[src/rtl/clk_ratio_monitor_pkg.sv]
// Shared definitions for the divided-clock ratio monitor.
// Holds the default counter width, synchroniser depth and lock depth.
// Also holds the saturating helper for the lock match counter.
package clk_ratio_monitor_pkg;

    localparam int CNT_W_DEF       = 8;
    localparam int SYNC_STAGES_DEF = 2;
    localparam int LOCK_COUNT_DEF  = 4;
    localparam int LOCK_COUNT_MAX  = 15;
    localparam int MATCH_W         = 4;

    // Increment that stops at 'limit' rather than wrapping.
    function automatic logic [MATCH_W-1:0] sat_inc(input logic [MATCH_W-1:0] val,
                                                   input logic [MATCH_W-1:0] limit);
        if (val >= limit) begin
            return limit;
        end else begin
            return val + 4'd1;
        end
    endfunction

endpackage

[src/rtl/clk_ratio_monitor_sync_ff.sv]
// sync_ff: STAGES-deep flop chain bringing 'd' into the clk domain.
// With STAGES = 0 the chain is a plain wire (input already synchronous).
// Ports:
//   clk   in  sampling clock
//   rst_n in  asynchronous active-low clear; the chain clears to 0
//   d     in  asynchronous input
//   q     out synchronised output
module sync_ff #(
    parameter int STAGES = 2
) (
    input  logic clk,
    input  logic rst_n,
    input  logic d,
    output logic q
);

    if (STAGES == 0) begin : g_wire
        assign q = d;
    end else begin : g_chain
        logic [STAGES-1:0] chain_q;

        // Shift the input through the synchroniser chain.
        always_ff @(posedge clk or negedge rst_n) begin
            if (!rst_n) begin
                chain_q <= {STAGES{1'b0}};
            end else begin
                chain_q[0] <= d;
                for (int i = 1; i < STAGES; i++) begin
                    chain_q[i] <= chain_q[i-1];
                end
            end
        end

        assign q = chain_q[STAGES-1];
    end

endmodule

[src/rtl/clk_ratio_monitor.sv]
// clk_ratio_monitor: samples a slow divided clock in the fast clk domain,
// measures its period and high time in clk cycles, declares lock after
// LOCK_COUNT identical measurements, flags ratio changes while locked and
// reports a lost clock.
// Ports:
//   clk        in  sampling clock, all logic on posedge
//   reset      in  asynchronous active-low reset
//   div_in     in  divided clock under test
//   period     out last measured period (rise to rise)
//   high_time  out last measured high time (rise to fall)
//   meas_valid out 1-cycle pulse, period/high_time updated
//   locked     out level, LOCK_COUNT identical measurements seen
//   mismatch   out 1-cycle pulse, measurement changed while locked
//   timeout    out level, no rising edge for 2**CNT_W-1 cycles
module clk_ratio_monitor
    import clk_ratio_monitor_pkg::*;
#(
    parameter int CNT_W       = CNT_W_DEF,
    parameter int SYNC_STAGES = SYNC_STAGES_DEF,
    parameter int LOCK_COUNT  = LOCK_COUNT_DEF
) (
    input  logic             clk,
    input  logic             reset,
    input  logic             div_in,
    output logic [CNT_W-1:0] period,
    output logic [CNT_W-1:0] high_time,
    output logic             meas_valid,
    output logic             locked,
    output logic             mismatch,
    output logic             timeout
);

    localparam logic [CNT_W-1:0]   CNT_ONE = {{(CNT_W-1){1'b0}}, 1'b1};
    localparam logic [CNT_W-1:0]   CNT_MAX = {CNT_W{1'b1}};
    // One below all-ones: the count that would saturate on the next cycle.
    localparam logic [CNT_W-1:0]   CNT_SAT = CNT_MAX - CNT_ONE;
    localparam logic [MATCH_W-1:0] LOCK_N  = MATCH_W'(LOCK_COUNT);

    logic s_sync;

    sync_ff #(.STAGES(SYNC_STAGES)) u_sync (
        .clk   (clk),
        .rst_n (reset),
        .d     (div_in),
        .q     (s_sync)
    );

    logic               s_prev_q,      s_prev_d;
    logic               rise_q,        rise_d;
    logic               fall_q,        fall_d;
    logic [CNT_W-1:0]   cnt_q,         cnt_d;
    logic [CNT_W-1:0]   high_q,        high_d;
    logic               seen_rise_q,   seen_rise_d;
    logic [MATCH_W-1:0] match_q,       match_d;
    logic [CNT_W-1:0]   period_q,      period_d;
    logic [CNT_W-1:0]   high_time_q,   high_time_d;
    logic               meas_valid_q,  meas_valid_d;
    logic               locked_q,      locked_d;
    logic               mismatch_q,    mismatch_d;
    logic               timeout_q,     timeout_d;

    logic [CNT_W-1:0]   meas_period_s;
    logic               near_sat_s;
    logic               same_s;

    // Edge detect, cycle counter, capture and lock bookkeeping.
    always_comb begin
        s_prev_d     = s_sync;
        rise_d       = s_sync & ~s_prev_q;
        fall_d       = ~s_sync & s_prev_q;
        cnt_d        = cnt_q;
        seen_rise_d  = seen_rise_q;
        match_d      = match_q;
        period_d     = period_q;
        high_time_d  = high_time_q;
        meas_valid_d = 1'b0;
        locked_d     = locked_q;
        mismatch_d   = 1'b0;
        timeout_d    = timeout_q;

        meas_period_s = cnt_q + CNT_ONE;
        near_sat_s    = (cnt_q >= CNT_SAT);
        same_s        = (meas_period_s == period_q) && (high_q == high_time_q);

        if (fall_q) begin
            high_d = cnt_q + CNT_ONE;
        end else begin
            high_d = high_q;
        end

        if (rise_q) begin
            cnt_d = {CNT_W{1'b0}};
            if (timeout_q) begin
                // Clock came back: re-arm only, the interval is meaningless.
                timeout_d   = 1'b0;
                seen_rise_d = 1'b1;
            end else if (!seen_rise_q || near_sat_s) begin
                // First rise, or a rise coinciding with saturation: arm only.
                seen_rise_d = 1'b1;
            end else begin
                period_d     = meas_period_s;
                high_time_d  = high_q;
                meas_valid_d = 1'b1;
                if (match_q == {MATCH_W{1'b0}}) begin
                    match_d = {{(MATCH_W-1){1'b0}}, 1'b1};
                end else if (same_s) begin
                    match_d = sat_inc(match_q, LOCK_N);
                end else begin
                    match_d    = {{(MATCH_W-1){1'b0}}, 1'b1};
                    mismatch_d = locked_q;
                end
                locked_d = (match_d == LOCK_N);
            end
        end else if (near_sat_s) begin
            cnt_d       = CNT_MAX;
            timeout_d   = 1'b1;
            locked_d    = 1'b0;
            match_d     = {MATCH_W{1'b0}};
            seen_rise_d = 1'b0;
        end else begin
            cnt_d = cnt_q + CNT_ONE;
        end
    end

    // State and output registers.
    always_ff @(posedge clk or negedge reset) begin
        if (!reset) begin
            s_prev_q     <= 1'b0;
            rise_q       <= 1'b0;
            fall_q       <= 1'b0;
            cnt_q        <= {CNT_W{1'b0}};
            high_q       <= {CNT_W{1'b0}};
            seen_rise_q  <= 1'b0;
            match_q      <= {MATCH_W{1'b0}};
            period_q     <= {CNT_W{1'b0}};
            high_time_q  <= {CNT_W{1'b0}};
            meas_valid_q <= 1'b0;
            locked_q     <= 1'b0;
            mismatch_q   <= 1'b0;
            timeout_q    <= 1'b0;
        end else begin
            s_prev_q     <= s_prev_d;
            rise_q       <= rise_d;
            fall_q       <= fall_d;
            cnt_q        <= cnt_d;
            high_q       <= high_d;
            seen_rise_q  <= seen_rise_d;
            match_q      <= match_d;
            period_q     <= period_d;
            high_time_q  <= high_time_d;
            meas_valid_q <= meas_valid_d;
            locked_q     <= locked_d;
            mismatch_q   <= mismatch_d;
            timeout_q    <= timeout_d;
        end
    end

    assign period     = period_q;
    assign high_time  = high_time_q;
    assign meas_valid = meas_valid_q;
    assign locked     = locked_q;
    assign mismatch   = mismatch_q;
    assign timeout    = timeout_q;

endmodule

[config.mk]
export PLATFORM = sky130hd
export DESIGN_NAME = clk_ratio_monitor
export DESIGN_NICKNAME = d
export VERILOG_FILES = /design/src/rtl/clk_ratio_monitor_pkg.sv /design/src/rtl/clk_ratio_monitor_sync_ff.sv /design/src/rtl/clk_ratio_monitor.sv
export SDC_FILE = /design/constraint.sdc
export NUM_CORES = 1
export LEC_CHECK = 0
export BUFFER_PORTS_ARGS = -buffer_cell sky130_fd_sc_hd__buf_4
export CAP_MARGIN = 30
export CORE_ASPECT_RATIO = 0.7
export CORE_MARGIN = 5
export CORE_UTILIZATION = 62
export CTS_CLUSTER_SIZE = 16
export DETAILED_ROUTE_END_ITERATION = 10
export GPL_ROUTABILITY_DRIVEN = 0
export HOLD_SLACK_MARGIN = 0.12
export PLACE_DENSITY = 0.9
export SLEW_MARGIN = 20
export SYNTH_ARGS = -nofsm -noshare
export SYNTH_HDL_FRONTEND = slang
export SYNTH_SLANG_ARGS = --single-unit
[constraint.sdc]
create_clock -name clk -period 4.2 [get_ports clk]
set_clock_uncertainty 0.2 [all_clocks]
set_input_delay 1.26 -clock clk [delete_from_list [all_inputs] [get_ports clk]]
set_output_delay 1.26 -clock clk [all_outputs]
set_load 0.01 [all_outputs]
==> reports/results.md <==
| Metric | Value | Unit |
|:---|:---|:---|
| Syn_area_per_cell | 10.3 | um2 |
| Share of synthesized registers carrying an async set or reset | 100 | % |
| First-pass DRT Iterations | 4 | - |
| Layout fillers | 240 | - |
| Simple-gate portion of the synthesized area | 15.4 | % |
| Worst reg2reg path startpoint | cnt_q[0]$_DFF_PN0_ | - |
| Count of unresolved DRC violations after routing | 0 | - |
| First-pass GRT wire length | 6980 | um |
| Multiplexer fraction of the synthesized cell area | 1.02 | % |
| Count of warnings emitted by yosys | 0 | - |
| Commonest non-fill, non-tap cells in the layout | dfrtp_1 (46), nand2_1 (35), buf_4 (24) | - |
| Required time of the critical path | 4.20 | ns |
| PortBufs | 22 | - |
| Average wire per cell in the routed design | 15.3 | um |
| Leak Pwr | 1.11 | nW |
| Dpl hpwl | 2840 | um |
| Post-Layout Inst Area | 2350 | um2 |
| Delay of the slowest critical-path stage | 0.47 | ns |
| Cell breakdown of the critical path | inv_1 -> ha_1 -> xnor2_1 -> a2111o_1 -> nor4_2 -> nand4bb_1 -> a211o_1 | - |
| Count of cell types in the netlist | 36 | - |
| Floorplan row count | 17 | - |
| Most frequent standard cell in the layout excluding fill and tap cells | dfrtp_1 | - |
| Area of the multi-input gates | 863 | um2 |
| RR Endpoint | match_q[0]$_DFFE_PN0P_ | - |
| Unrepaired setup endpoints after global routing | no | - |
| Largest family of logic cells by synthesized area | simple AND/OR/NAND/NOR gates | - |
| Core region area | 3190 | um2 |
| Class of the tightest hold or removal check | reg2reg | - |
| Clock tree buffer depth | 2 | - |
| NumNets Final | 233 | - |
| Number of cells in the finished layout apart from fillers | 264 | - |
| Top flip-flop cell by instance count after synthesis | dfrtp_1 | - |
| Gates resized, CTS repair | 0 | - |
| Register area share after synthesis | 55.0 | % |
| Number of max-capacitance violations reported | 0 | - |
| Count of H-tree levels built during CTS | 2 | - |
| Largest driver fanout on the critical path | 7 | - |
| Post-synthesis sequential element count | 46 | - |
| Via-to-Cell Ratio | 5.66 | - |
| Total count of max-transition violations in the final report | 0 | - |
| Crit Path Category | reg2reg | - |
| Power Density | 482 | nW/um2 |
| Register clock-pin slew on the reported worst setup and hold paths | 0.08 | ns |
| Cell area after placement | 2270 | um2 |
| Die Footprint | 4660 | um2 |
| Number of clock buffers inserted by TritonCTS | 5 | - |
| Post-synthesis instance area | 2090 | um2 |
| Critical path launch point type | flip-flop | - |
| Io pins | 23 | - |
| Cells after Synth | 204 | - |
| Initial antenna violation count | 0 | - |
| GR Util All Layers | 20.2 | % |
| Min-delay src | u_sync.g_chain.chain_q[0]$_DFF_PN0_ | - |
| Count of antenna-violating nets left after detailed routing | 0 | - |
| Number of flops mapped to enable cells by yosys | 0 | - |
| Sum of negative setup slack | 0 | ns |
| Worst-case hold path end point | u_sync.g_chain.chain_q[1]$_DFF_PN0_ | - |
| Startpoint of the most critical setup path | cnt_q[0]$_DFF_PN0_ | - |
| Post-synthesis share of cell area spent on xor and xnor gates | 10.9 | % |
| Slew headroom | 62.6 | % |
| Drt total wl | 4030 | um |
| CP max stage cell | dfrtp_1 | - |
| Proportion of layout cells with a drive suffix above 1 | 14.6 | % |
| Endpoints failing setup | 0 | - |
| Post-placement cell count | 256 | - |
| Grt total ovfl | 0 | - |
| Quantity of hold-fixing buffers added after cts | 0 | - |
| Final antenna diode count | 0 | - |
| Compound-Gate Fraction of Synth Area | 11.1 | % |
| Upper clock frequency limit | 388 | MHz |
| Peak ir drop on the vdd network | 396 | uV |
| Depth of the worst register-to-register path | 7 | - |
| Outcome | completed | - |
| Setup slack of the worst register-to-register path | 1.62 | ns |
| Sequential cell area | 1150 | um2 |
| Area grow syn2layout | 12.3 | % |
| Critical path endpoint category | flip-flop | - |
| Initial standard-cell utilization of the core | 65.6 | % |
| Insertion delay of the later-clocked pin in the worst-skew pair | 0.30 | ns |
| Post-synthesis adder-cell area fraction | 2.87 | % |
| Die X-Extent | 79.5 | um |
| Postcts setup bufs | 0 | - |
| Overall die height | 58.6 | um |
| Worst Tran Pin Value | 0.561 | ns |
| TritonCTS clock tree | built | - |
| Final-report hold violation count | 0 | - |
| Data arrival at the endpoint of the critical path | 2.58 | ns |
| Clock Sinks | 46 | - |
| Net count after synthesis | 211 | - |
| CTS root buf | clkbuf_8 | - |
| Maximum number of pins on one net before global-route repair | 47 | - |
| Final clock period utilization by the worst path | 61.4 | % |
| Number of stages on the worst hold path | 0 | - |
| DRC violation total after the first TritonRoute iteration | 124 | - |
| Vias in the first global route | 1462 | - |
| Minimum clock period | 2.58 | ns |
| Total via count in the routed design | 1493 | - |
[metal layers]
metal | routed length (um) | global-route usage (%) | vias up | share of wire (%)
met5 | 0 | 0 | - | 0
met4 | 73 | 7.60 | 0 | 1.8
met3 | 312 | 7.65 | 9 | 7.7
met2 | 1690 | 28.3 | 48 | 42
met1 | 1950 | 28.5 | 712 | 48
li1 | - | - | 724 | -
[worst max path at each step]
| stage | endpoint | cells after the start |
|---|---|---|
| floorplan | match_q[0]$_DFFE_PN0P_ | 7 |
| CTS | match_q[0]$_DFFE_PN0P_ | 6 |
| global placement | match_q[0]$_DFFE_PN0P_ | 6 |
| global route | match_q[0]$_DFFE_PN0P_ | 7 |
| detailed placement | match_q[1]$_DFFE_PN0P_ | 7 |
| finish | match_q[0]$_DFFE_PN0P_ | 7 |
[synth_stat cells (2+ instances only)]
| library cell | number | area, um2 |
|---|---|---|
| nand4_1 | 2 | 12.5 |
| o311ai_0 | 2 | 17.5 |
| nand2_1 | 35 | 131 |
| nor2b_1 | 4 | 25.0 |
| ha_1 | 4 | 50.1 |
| nand3_1 | 4 | 20.0 |
| a2111o_1 | 2 | 22.5 |
| dfrtp_1 | 46 | 1150 |
| o21ai_0 | 23 | 115 |
| a21oi_1 | 7 | 35.0 |
| clkbuf_1 | 6 | 22.5 |
| xnor2_1 | 16 | 140 |
| inv_1 | 9 | 33.8 |
| nor2_1 | 13 | 48.8 |
| xor2_1 | 10 | 87.6 |
[cell families (layout without fill, tap and decap cells)]
group	count (synthesis)	in the layout
mux	2	2
fa+ha+maj	5	5
compound gates	39	39
buf+inv	18	40
simple gates	68	68
xor+xnor	26	26
flops	46	46
[state kept, by name (all words and copies together) (netlist names)]
name                    flops
rise_q                      1
period                      8
high_q                      8
mismatch                    1
seen_rise_q                 1
s_prev_q                    1
match_q                     4
fall_q                      1
timeout                     1
u_sync.g_chain.chain_q      2
meas_valid                  1
locked                      1
high_time                   8
cnt_q                       8
[report_power, final]
group | internal (mW) | leakage, nW | switching [mW]
registers | 0.512 | 0.585 | 0.0862
logic | 0.138 | 0.482 | 0.142
clock network | 0.115 | 0.0383 | 0.141
[worst max-delay path: cells and delay by family (launching register included)]
| family | cells | cell delay (ns) |
|---|---|---|
| compound gates | 2 | 0.64 |
| xor+xnor | 1 | 0.15 |
| fa+ha+maj | 1 | 0.38 |
| buf+inv | 1 | 0.11 |
| flops | 1 | 0.47 |
| simple gates | 2 | 0.52 |
[metrics by stage]
| stage | hold slack, ns | setup slack, ns | utilization, % | power (mW) |
|---|---|---|---|---|
| final | 0.155 | 1.62 | 73.7 | 1.13 |
| after global routing | 0.183 | 1.48 | 73.7 | 1.22 |
| after CTS | 0.158 | 1.50 | 73.5 | 1.14 |
| after detailed placement | 0.140 | 1.51 | 71.1 | 0.884 |
| after global placement | 0.134 | 1.61 | 71.1 | 0.874 |
| after floorplan | 0.131 | 1.93 | - | 0.781 |
[layout make-up]
cell class	instances	area share [%]
multi-input combinational	140	36.7
inverter	9	1.44
timing repair buffer	24	7.66
tap	38	2.02
clock buffer	7	3.24
sequential	46	48.9
Note: power is estimated with default switching activity, not from simulation.
